[src/rtl/serial_loader.sv]
// Streams DATA_SIZE bits from host words, MSB-first, into a serial memory
// shift chain. The memory shifts only while load_mode is high, so gaps between words are safe.
module serial_loader #(
  parameter int DATA_SIZE  = 25,
  parameter int WORD_WIDTH = 8
) (
  input  logic                  clk,
  input  logic                  reset,
  input  logic                  start,
  input  logic                  abort,
  input  logic [WORD_WIDTH-1:0] word_in,
  input  logic                  word_valid,
  output logic                  word_ready,
  output logic                  serial_data,
  output logic                  load_mode,
  output logic                  busy,
  output logic                  done
);

  localparam int CW = $clog2(DATA_SIZE + 1);
  localparam int WW = $clog2(WORD_WIDTH + 1);
  localparam int XW = CW + WW;

  typedef enum logic [1:0] {IDLE, WAIT_WORD, SHIFT, DONE} state_t;

  state_t                state, state_nx;
  logic [CW-1:0]         bits_remaining;
  logic [WW-1:0]         word_bits;
  logic [WORD_WIDTH-1:0] shreg;
  logic [XW-1:0]         rem_ext;
  logic [WW-1:0]         take_bits;
  logic [WW-1:0]         shamt;

  // Widened copy so min(WORD_WIDTH, bits_remaining) works whichever counter is wider.
  always_comb begin
    rem_ext   = XW'(bits_remaining);
    take_bits = (rem_ext >= XW'(WORD_WIDTH)) ? WW'(WORD_WIDTH) : rem_ext[WW-1:0];
    shamt     = WW'(WORD_WIDTH) - take_bits;
  end

  always_ff @(posedge clk or negedge reset) begin
    if (!reset) state <= IDLE;
    else        state <= state_nx;
  end

  always_comb begin
    state_nx = state;
    if (abort) begin
      state_nx = IDLE;
    end else begin
      case (state)
        IDLE:      if (start) state_nx = WAIT_WORD;
        WAIT_WORD: if (word_valid) state_nx = SHIFT;
        SHIFT: begin
          if (word_bits <= WW'(1))
            state_nx = (bits_remaining <= CW'(1)) ? DONE : WAIT_WORD;
        end
        DONE:      state_nx = IDLE;
        default:   state_nx = IDLE;
      endcase
    end
  end

  always_ff @(posedge clk or negedge reset) begin
    if (!reset) begin
      bits_remaining <= '0;
      word_bits      <= '0;
      shreg          <= '0;
    end else if (abort) begin
      bits_remaining <= '0;
      word_bits      <= '0;
      shreg          <= '0;
    end else begin
      case (state)
        IDLE: if (start) bits_remaining <= CW'(DATA_SIZE);
        WAIT_WORD: begin
          if (word_valid) begin
            word_bits <= take_bits;
            // Left-align so a partial final word sends only its low bits.
            shreg     <= word_in << shamt;
          end
        end
        SHIFT: begin
          shreg <= shreg << 1;
          if (word_bits != '0)      word_bits      <= word_bits - WW'(1);
          if (bits_remaining != '0) bits_remaining <= bits_remaining - CW'(1);
        end
        default: ;
      endcase
    end
  end

  always_comb begin
    word_ready  = (state == WAIT_WORD);
    load_mode   = (state == SHIFT);
    serial_data = load_mode & shreg[WORD_WIDTH-1];
    busy        = (state != IDLE);
    done        = (state == DONE);
  end

endmodule

[config.mk]
export PLATFORM = sky130hd
export DESIGN_NAME = serial_loader
export DESIGN_NICKNAME = d
export VERILOG_FILES = /design/src/rtl/serial_loader.sv
export SDC_FILE = /design/constraint.sdc
export NUM_CORES = 1
export LEC_CHECK = 0
export ABC_CLOCK_PERIOD_IN_PS = 2500
export BUFFER_PORTS_ARGS = -buffer_cell sky130_fd_sc_hd__buf_2
export CAP_MARGIN = 20
export CORE_UTILIZATION = 52
export DETAILED_ROUTE_END_ITERATION = 8
export GPL_TIMING_DRIVEN = 0
export PLACE_DENSITY = 0.75
export SYNTH_ARGS = -nofsm -noshare
export SYNTH_HDL_FRONTEND = slang
export SYNTH_SLANG_ARGS = --single-unit
[constraint.sdc]
create_clock -name clk -period 2.5 [get_ports clk]
set_input_delay 0 -clock clk [delete_from_list [all_inputs] [get_ports clk]]
set_output_delay 0 -clock clk [all_outputs]
set_load 0.01 [all_outputs]
* Yosys cells after proc, flatten, opt, wreduce, memory -nomap -nowiden
Cells that the tools add are included.
Widths: inputs -> output; s select.
** Cells by class
- Div/mod/pow operators :: 0
- Equality and inequality tests :: 8
- Shifts and indexed selects :: 1
- Reduce and logical (&&, ||, !) cells :: 10
- Bitwise operators :: 1
- Order comparisons :: 3
- $mul :: 0
- Mux-type cells :: 18
- Add/subtract/negate cells :: 3
** Operators with widths (count)
- $mux 4 :: 4
- $mux 8 :: 2
- $pmux 8 s2 :: 1
- $mux 5 :: 3
- $mux 2 :: 5
- $pmux 5 s2 :: 1
- $ne 3x2->1 const B :: 3
- $reduce_and 3->1 :: 3
- $pmux 2 s4 :: 1
- $pmux 4 s2 :: 1
- $shl 8x4->8 :: 1
- $ne 3x3->1 const B :: 2
- $reduce_bool 3->1 :: 2
- $ge 5x4->1 const B :: 1
- $le 5x1->1 const B :: 1
- $reduce_bool 5->1 :: 1
- $sub 5x1->5 const B :: 1
- $eq 2x2->1 const B :: 2
- $le 4x1->1 const B :: 1
- $reduce_bool 4->1 :: 1
- $sub 4x1->4 const B :: 1
- $sub 4x4->4 const A :: 1
- $eq 2x1->1 const B :: 1
- $logic_not 2->1 :: 1
- 3 further kinds :: 3
** Storage, ports and cells
- ROM bits :: 0
- Output and inout port bits :: 5
- Bits of input ports :: 13
- Latch bits :: 0
- Memories kept :: 0
- Bits in writable memories :: 0
- Register bits :: 19

* Logic depth before layout (Yosys ltp)
Gate-level depths: netlist of run 1.
- Word-level depth :: 7
- Mapped depth :: 9
- Gate-level depth less buffers :: 7

* Least setup slack after synthesis of run 1
Ideal clock, no wire load.
- Kind :: reg2reg
- Start point :: register bits_remaining[3]
- End point :: register shreg[6]
- Data arrival time :: 2241 ps
- Stages on the path, launching flop included :: 9
- Data required time :: 2374 ps
- Setup slack :: 133 ps
- Path through :: dfrtp_1 buf_6 nor3b_4 buf_6 inv_1 ha_1 clkbuf_1 mux4_2 a221o_1
** Between the ends
- Longest elaborated chain between the ends :: 7
** RTL lines
- start: declaration :: RTL line 27 : logic [CW-1:0] bits_remaining;
- start signal: assignment :: RTL line 75 : IDLE: if (start) bits_remaining <= CW'(DATA_SIZE);
- start signal: assignment :: RTL line 86 : if (bits_remaining != '0) bits_remaining <= bits_remaining - CW'(1);
- $ge 5x4->1 :: RTL line 37 : take_bits = (rem_ext >= XW'(WORD_WIDTH)) ? WW'(WORD_WIDTH) : rem_ext[WW-1:0];
- $mux 4 (*) :: RTL line 37
- $sub 4x4->4 (*) :: RTL line 38 : shamt = WW'(WORD_WIDTH) - take_bits;
- $shl 8x4->8 (*) :: RTL line 80 : shreg <= word_in << shamt;
- $mux 8 (*) :: RTL line 77 : if (word_valid) begin
- $pmux 8 s2 (*) :: RTL line 74 : case (state)
- $mux 8 (*) :: RTL line 69 : end else if (abort) begin
- end signal: assignment :: RTL line 80
- end signal: assignment :: RTL line 84 : shreg <= shreg << 1;
- end: declaration :: RTL line 29 : logic [WORD_WIDTH-1:0] shreg;
Mark *: on every way between the ends. The rest lies on a longest branch, timed or not. The select of a mux whose other input is x is not followed.
A chain may end at the register's enable or synchronous reset.

* Worst setup path after layout of run 1
Same ends and word-level chain as after synthesis.

==> results of run 1 <==
## layer usage
metal	vias to the layer above	track usage (%)	routed length, µm
met3	6	3.49	184
met5	-	0	0
li1	654	-	-
met4	0	10.7	46
met2	46	37.9	1600
met1	654	30.0	1590
## path summary, 6_finish.rpt
kind,startpoint,to,slack [ns]
max,bits_remaining[3],shreg[6],0.09
min,word_in[0],shreg[0],0.01
max reg2reg,bits_remaining[3],shreg[6],0.09
min reg2reg,shreg[2],shreg[3],0.51
max in group asynchronous,reset,shreg[4],2.04
min in group asynchronous,reset,word_bits[0],0.15
## cell usage after synthesis (4+ instances only)
cell type / n
a2111oi_0: 4
a21o_1: 4
a21oi_1: 11
a22o_1: 4
clkbuf_1: 7
dfrtp_1: 19
ha_1: 6
inv_1: 15
nand2_1: 7
nor2_1: 14
nor2b_1: 4
nor3_1: 5
## final cells by class
cell class	instances	area share (%)
well taps	31	2.32
plain buffers	11	4.12
multi-input cells	116	54.1
repair buffers	18	5.99
clock inverters	1	0.300
clock buffers	3	1.35
inverters	15	3.37
flip-flops and latches	19	28.5
## power by group through the flow
| stage | sequential [mW] | combinational [mW] | clock (mW) |
|---|---|---|---|
| finish | 0.368 | 0.407 | 0.162 |
| global route | 0.372 | 0.449 | 0.179 |
| CTS | 0.367 | 0.403 | 0.167 |
| detailed placement | 0.373 | 0.399 | 0 |
| global placement | 0.371 | 0.388 | 0 |
| floorplan | 0.365 | 0.309 | 0 |
## sequential cells by signal, indices dropped and copies added, names as in the netlist
register / flops
shreg: 8
word_bits: 4
bits_remaining: 5
state: 2
## logic make-up (layout without fill, tap and decap cells)
family	Yosys count	count (layout)
compound gates	54	54
mux	6	6
fa+ha+maj	6	6
simple gates	50	50
flops	19	19
buf+inv	27	48
## stage by stage
stage | setup TNS, ns | std cells
5_1_grt | 0 | 214
6_report | 0 | 214
4_1_cts | 0 | 214
3_3_place_gp | -0.0254 | 209
2_1_floorplan | 0 | 162
3_5_place_dp | -0.0858 | 209
## what timing repair did
action | 4_1_cts | 5_1_grt
buffers inserted | 0 | 0
hold endpoints to repair | 20 | 0
cloned | 0 | 0
gates resized for setup | 0 | 2
hold buffers | 2 | 0
endpoints found under the setup margin | 1 | 1
==> summary.txt, run 1 <==
Layout
  – Final Util: 60.6%
  – Register area: 475 µm²
  – Fraction of layout instances using a drive strength above 1: 19.7%
  – Post-route cell area: 1670 µm²
  – Commonest cells after routing, fill and taps aside: dfrtp_1 (19), buf_2 (17), inv_1 (15)
  – Nets: 203
  – Filler cell count: 261
  – Ant diodes: 0
  – Synth-to-Final Area Change: 11.2%
  – Area of the multi-input gates: 903 µm²
  – Commonest non-fill, non-tap cell in the layout: dfrtp_1

Pwr
  – Total chip power: 0.937 mW
  – Combinational share of power: 43.5%
  – Reg power frac: 39.3%
  – VDD IR max: 367 µV
  – Clock network fraction of total power: 17.3%
  – Leakage: 0.775 nW
  – Switching share of power: 38.5%
  – Sw power: 0.361 mW
  – Pwr/cell area: 561 nW/µm²
  – Cell internal pwr: 0.576 mW

Floorplan
  – Num ports: 18
  – Core area: 2760 µm²
  – Die H: 55.8 µm
  – Die area: 3110 µm²
  – Initial core utilization: 54.5%
  – Die width: 55.8 µm
  – # rows: 19

Route
  – Post-route ant nets: 0
  – Via Count: 1360
  – Drt total wl: 3410 µm
  – DR vias/cell: 6.36
  – Starting DRT DRC Count: 39
  – Pre-antenna DRT Iters: 4
  – DRC viols: 0
  – WL/cell: 16.0 µm

Critical path
  – Data required, critical path: 2.70 ns
  – CP endpoint kind: flip-flop
  – CP Max Fanout: 10
  – Crit. path cell count: 7
  – Startpoint types: flip-flop
  – R2r worst-path depth: 7
  – Slowest cell on crit path: mux4_2
  – Crit path top cell by count: buf_6
  – Worst path top cell family by delay: multiplexers
  – Critical path buffer and inverter count: 3
  – Worst setup path class: reg2reg
  – Crit path DAT: 2.61 ns
  – CP max stage delay: 0.52 ns
  – Worst-path cell chain: buf_6 > nor3b_4 > buf_6 > inv_1 > ha_2 > mux4_2 > a221o_1

Logic synthesis
  – EDFF count, synth: 0
  – Complex-gate fraction of the synthesized area: 29.0%
  – Ys flop type: dfrtp_1
  – Synthesized area: 1500 µm²
  – Synth top area cells: dfrtp_1 (32%), ha_1 (5.0%), inv_1 (3.7%)
  – Adder-Cell Fraction of Synth Area: 5.00%
  – Netlist cell types: 52
  – Post-Syn Instances: 162
  – Main combinational cell family by area after synthesis: compound AO/OA/AOI/OAI gates
  – Synth area leader: dfrtp_1
  – Synth Area in XOR/XNOR: 0%
  – Async S/R FF share, synth: 100%
  – Syn nets: 181
  – Simple-gate share of the synthesized area: 19.1%
  – Synth Register Bits: 19
  – Share of the synthesized area in the top cell type: 31.6%
  – Multiplexer share of the synthesized area: 6.74%
  – Sequential share of the synthesized area: 31.6%
  – Yosys warning count: 0
  – Synth Area per Inst: 9.28 µm²

STA
  – Setup Skew: 0.00269 ns
  – Period Utilization, post-route: 96.6%
  – Max_slew headroom: 58.9%
  – Worst Tran Pin Value: 0.614 ns
  – PnR worst setup slack: 0.0854 ns
  – Setup violators final: 0
  – Fin crit period: 2.41 ns
  – Fmax: 0.414 GHz
  – Hold Fails Final Rpt: 0
  – RSZ-0062 raised after global routing: no
  – Number of max-slew violations in the final report: 0
  – Fin Hold WS: 0.0111 ns

Clock network
  – CTS clk-pin slew, worst paths: 0.12 ns
  – Clock buffer depth: 2
  – CTS sink count: 19
  – CTS HTree Levels: 1
  – CTS tree: done
  – Root Buffer: clkbuf_4
  – CTS Buf Count: 3
  – Worst-Skew Late Latency: 0.30 ns

Global route
  – Largest net degree at the start of global routing: 20
  – GR Overflow Total: 0
  – Vias in the first global route: 1242
  – Total GRT Usage: 23.1%
  – Initial antenna violation count: 0
  – First-pass GRT wire length: 5700 µm

Place
  – Port bufs: 16
  – Area after DPL: 1620 µm²
  – Final Wtd Congestion: 0.838
  – Placed wire-length estimate: 2600 µm
  – Post-place setup slack: -0.0858 ns

Worst hold path
  – Hold path cells: 2
  – HP Class: in2reg

Outcome
  – Status: finished clean

Flow run
  – Max_cap viols: 0
Note: power is estimated with default switching activity, not from simulation.
==> inputs of run 2 (changes only) <==
Settings changed: CORE_UTILIZATION 52 to 54, CTS_BUF_LIST set to sky130_fd_sc_hd__clkbuf_8, PLACE_DENSITY 0.75 to 0.78.
==> run 2 against run 1 <==
Effect of this change:
- setup slack improved by 0.017 ns
- clock skew decreased by 0.0018 ns
- clock-buffer cell count unchanged
- via count increased by 2.7%
- maximum frequency increased by 0.72%
- critical path depth unchanged
- sequential power about the same
- register-to-register slack improved by 0.02 ns
- wire length increased by 3.8%
- die area decreased by 3.6%
- cell area increased by 0.90%
- largest power group unchanged
==> summary.txt, run 2 (synthesis gave the netlist of run 1 again) <==
Outcome
  – Status: finished clean

Global route
  – GR Overflow Total: 0
  – Initial antenna violation count: 0
  – Total GRT Usage: 27.1%
  – Largest net degree at the start of global routing: 20
  – Vias in the first global route: 1276
  – First-pass GRT wire length: 5710 µm

Pwr
  – Switching share of power: 37.4%
  – Sw power: 0.374 mW
  – Pwr/cell area: 594 nW/µm²
  – Cell internal pwr: 0.626 mW
  – Leakage: 0.783 nW
  – VDD IR max: 447 µV
  – Combinational share of power: 41.1%
  – Reg power frac: 36.8%
  – Clock network fraction of total power: 22.1%
  – Total chip power: 1.00 mW

Layout
  – Synth-to-Final Area Change: 12.2%
  – Nets: 203
  – Regs by FF count: shreg x8, bits_remaining x5, word_bits x4
  – Final std cells w/o fill: 213
  – Reg with most FFs: shreg
  – Fraction of layout instances using a drive strength above 1: 19.1%
  – Post-route cell area: 1690 µm²
  – Number of flip-flops in the largest register: 8
  – Commonest non-fill, non-tap cell in the layout: dfrtp_1
  – Commonest cells after routing, fill and taps aside: dfrtp_1 (19), buf_2 (17), inv_1 (15)
  – Ant diodes: 0

Clock network
  – Root Buffer: clkbuf_8
  – CTS sink count: 19
  – CTS tree: done
  – Worst-Skew Late Latency: 0.26 ns
  – Post-CTS Setup Bufs: 0
  – CTS clk-pin slew, worst paths: 0.07 ns
  – CTS Buf Count: 3
  – CTS HTree Levels: 1
  – Clock buffer depth: 2

STA
  – Fin crit period: 2.40 ns
  – Period Utilization, post-route: 95.9%
  – Max_slew headroom: 55.9%
  – Fmax: 0.417 GHz
  – PnR worst setup slack: 0.103 ns
  – Number of max-slew violations in the final report: 0
  – Setup violators final: 0
  – Worst Tran Pin Value: 0.658 ns
  – Hold Fails Final Rpt: 0
  – RSZ-0062 raised after global routing: no
  – Setup Skew: 0.000901 ns
  – Fin Hold WS: 0.0421 ns

Critical path
  – Flop2flop setup slack: 0.10 ns
  – Crit. path cell count: 7
  – CP max stage delay: 0.54 ns
  – Slowest cell on crit path: mux4_2
  – Crit path launch: bits_remaining[3]
  – CP Max Fanout: 10
  – Startpoint types: flip-flop
  – Data required, critical path: 2.65 ns
  – Worst-path cell chain: buf_6 > nor3b_4 > buf_6 > inv_1 > ha_1 > mux4_2 > a221o_1
  – Critical path capture point: shreg[6]
  – Crit path top cell by count: buf_6
  – Crit path DAT: 2.55 ns
  – CP endpoint kind: flip-flop
  – Worst R2R Start: bits_remaining[3]
  – Worst setup path class: reg2reg
  – Worst path top cell family by delay: multiplexers
  – Critical path buffer and inverter count: 3
  – Reg2reg end: shreg[6]
  – R2r worst-path depth: 7

Floorplan
  – Core area: 2540 µm²
  – Die H: 54.8 µm
  – Num ports: 18
  – Die area: 3000 µm²
  – # rows: 18
  – Initial core utilization: 59.0%
  – Die width: 54.8 µm

Place
  – Post-place setup slack: -0.0385 ns
  – Placed wire-length estimate: 2560 µm
  – Cell count after placement: 208
  – Port bufs: 16
  – Final Wtd Congestion: 0.844
  – Area after DPL: 1620 µm²

Route
  – Post-route ant nets: 0
  – DR vias/cell: 6.56
  – Via Count: 1397
  – Starting DRT DRC Count: 59
  – Pre-antenna DRT Iters: 4
  – Drt total wl: 3550 µm
  – DRC viols: 0
  – WL/cell: 16.6 µm

Worst hold path
  – HP Class: in2reg

Flow run
  – Max_cap viols: 0
==> run 2: changes by cell type in the layout (fill, tap and decap cells not counted) <==
cell,previous run,this run
ha_1,5,6
ha_2,1,0
clkbuf_4,3,0
clkbuf_8,0,3
==> run 2: power groups by stage <==
stage	combinational (mW)	sequential [mW]	clock (mW)
finish	0.411	0.368	0.221
global route	0.453	0.372	0.238
CTS	0.406	0.367	0.223
detailed placement	0.398	0.373	0
global placement	0.389	0.371	0
floorplan	0.309	0.365	0
==> run 2: area by class of cell <==
type	instances	area (µm²)
multi-input combinational	116	901
fill	206	860
sequential	19	475
timing repair buffer	18	100
buffer	11	68.8
inverter	15	56.3
clock buffer	3	41.3
tap	30	37.5
clock inverter	1	5.00
==> run 2: how the worst min path moves through the flow <==
| stage | startpoint | end | slack (ns) | cells after the start |
|---|---|---|---|---|
| 3_3_place_gp | reset | bits_remaining[4] | -0.04 | 1 |
| 3_5_place_dp | reset | bits_remaining[2] | -0.03 | 1 |
| 6_report | word_in[0] | shreg[0] | 0.04 | 2 |
| 2_1_floorplan | reset | bits_remaining[0] | -0.30 | 0 |
| 4_1_cts | word_in[0] | shreg[0] | 0.04 | 2 |
| 5_1_grt | word_in[0] | shreg[0] | 0.06 | 2 |
==> run 2: timing repair <==
action,in CTS,in global routing
setup endpoints to repair,1,0
resized for setup,1,0
hold buffers,2,0
endpoints found under the hold margin,20,0
==> run 2: through the flow <==
stage                     util [%]  TNS, ns
after floorplan                  -        0
after global placement        63.7  -0.0328
after detailed placement      63.7  -0.0385
after CTS                     66.2        0
after global routing          66.2        0
final                         66.2        0
==> run 2: routing by layer <==
metal	track usage [%]	share of wire [%]	vias up
met4	8.97	1.6	0
met3	3.61	5.0	9
met1	34.8	45	683
met2	46.2	48	54
met5	0	0	-
li1	-	-	651
==> run 2: worst register-to-register path: stages (launching register included) <==
cell and delay, ns:
dfrtp_1 0.38, buf_6 0.14, nor3b_4 0.24, buf_6 0.18, inv_1 0.05, ha_1 0.40
mux4_2 0.54, a221o_1 0.36
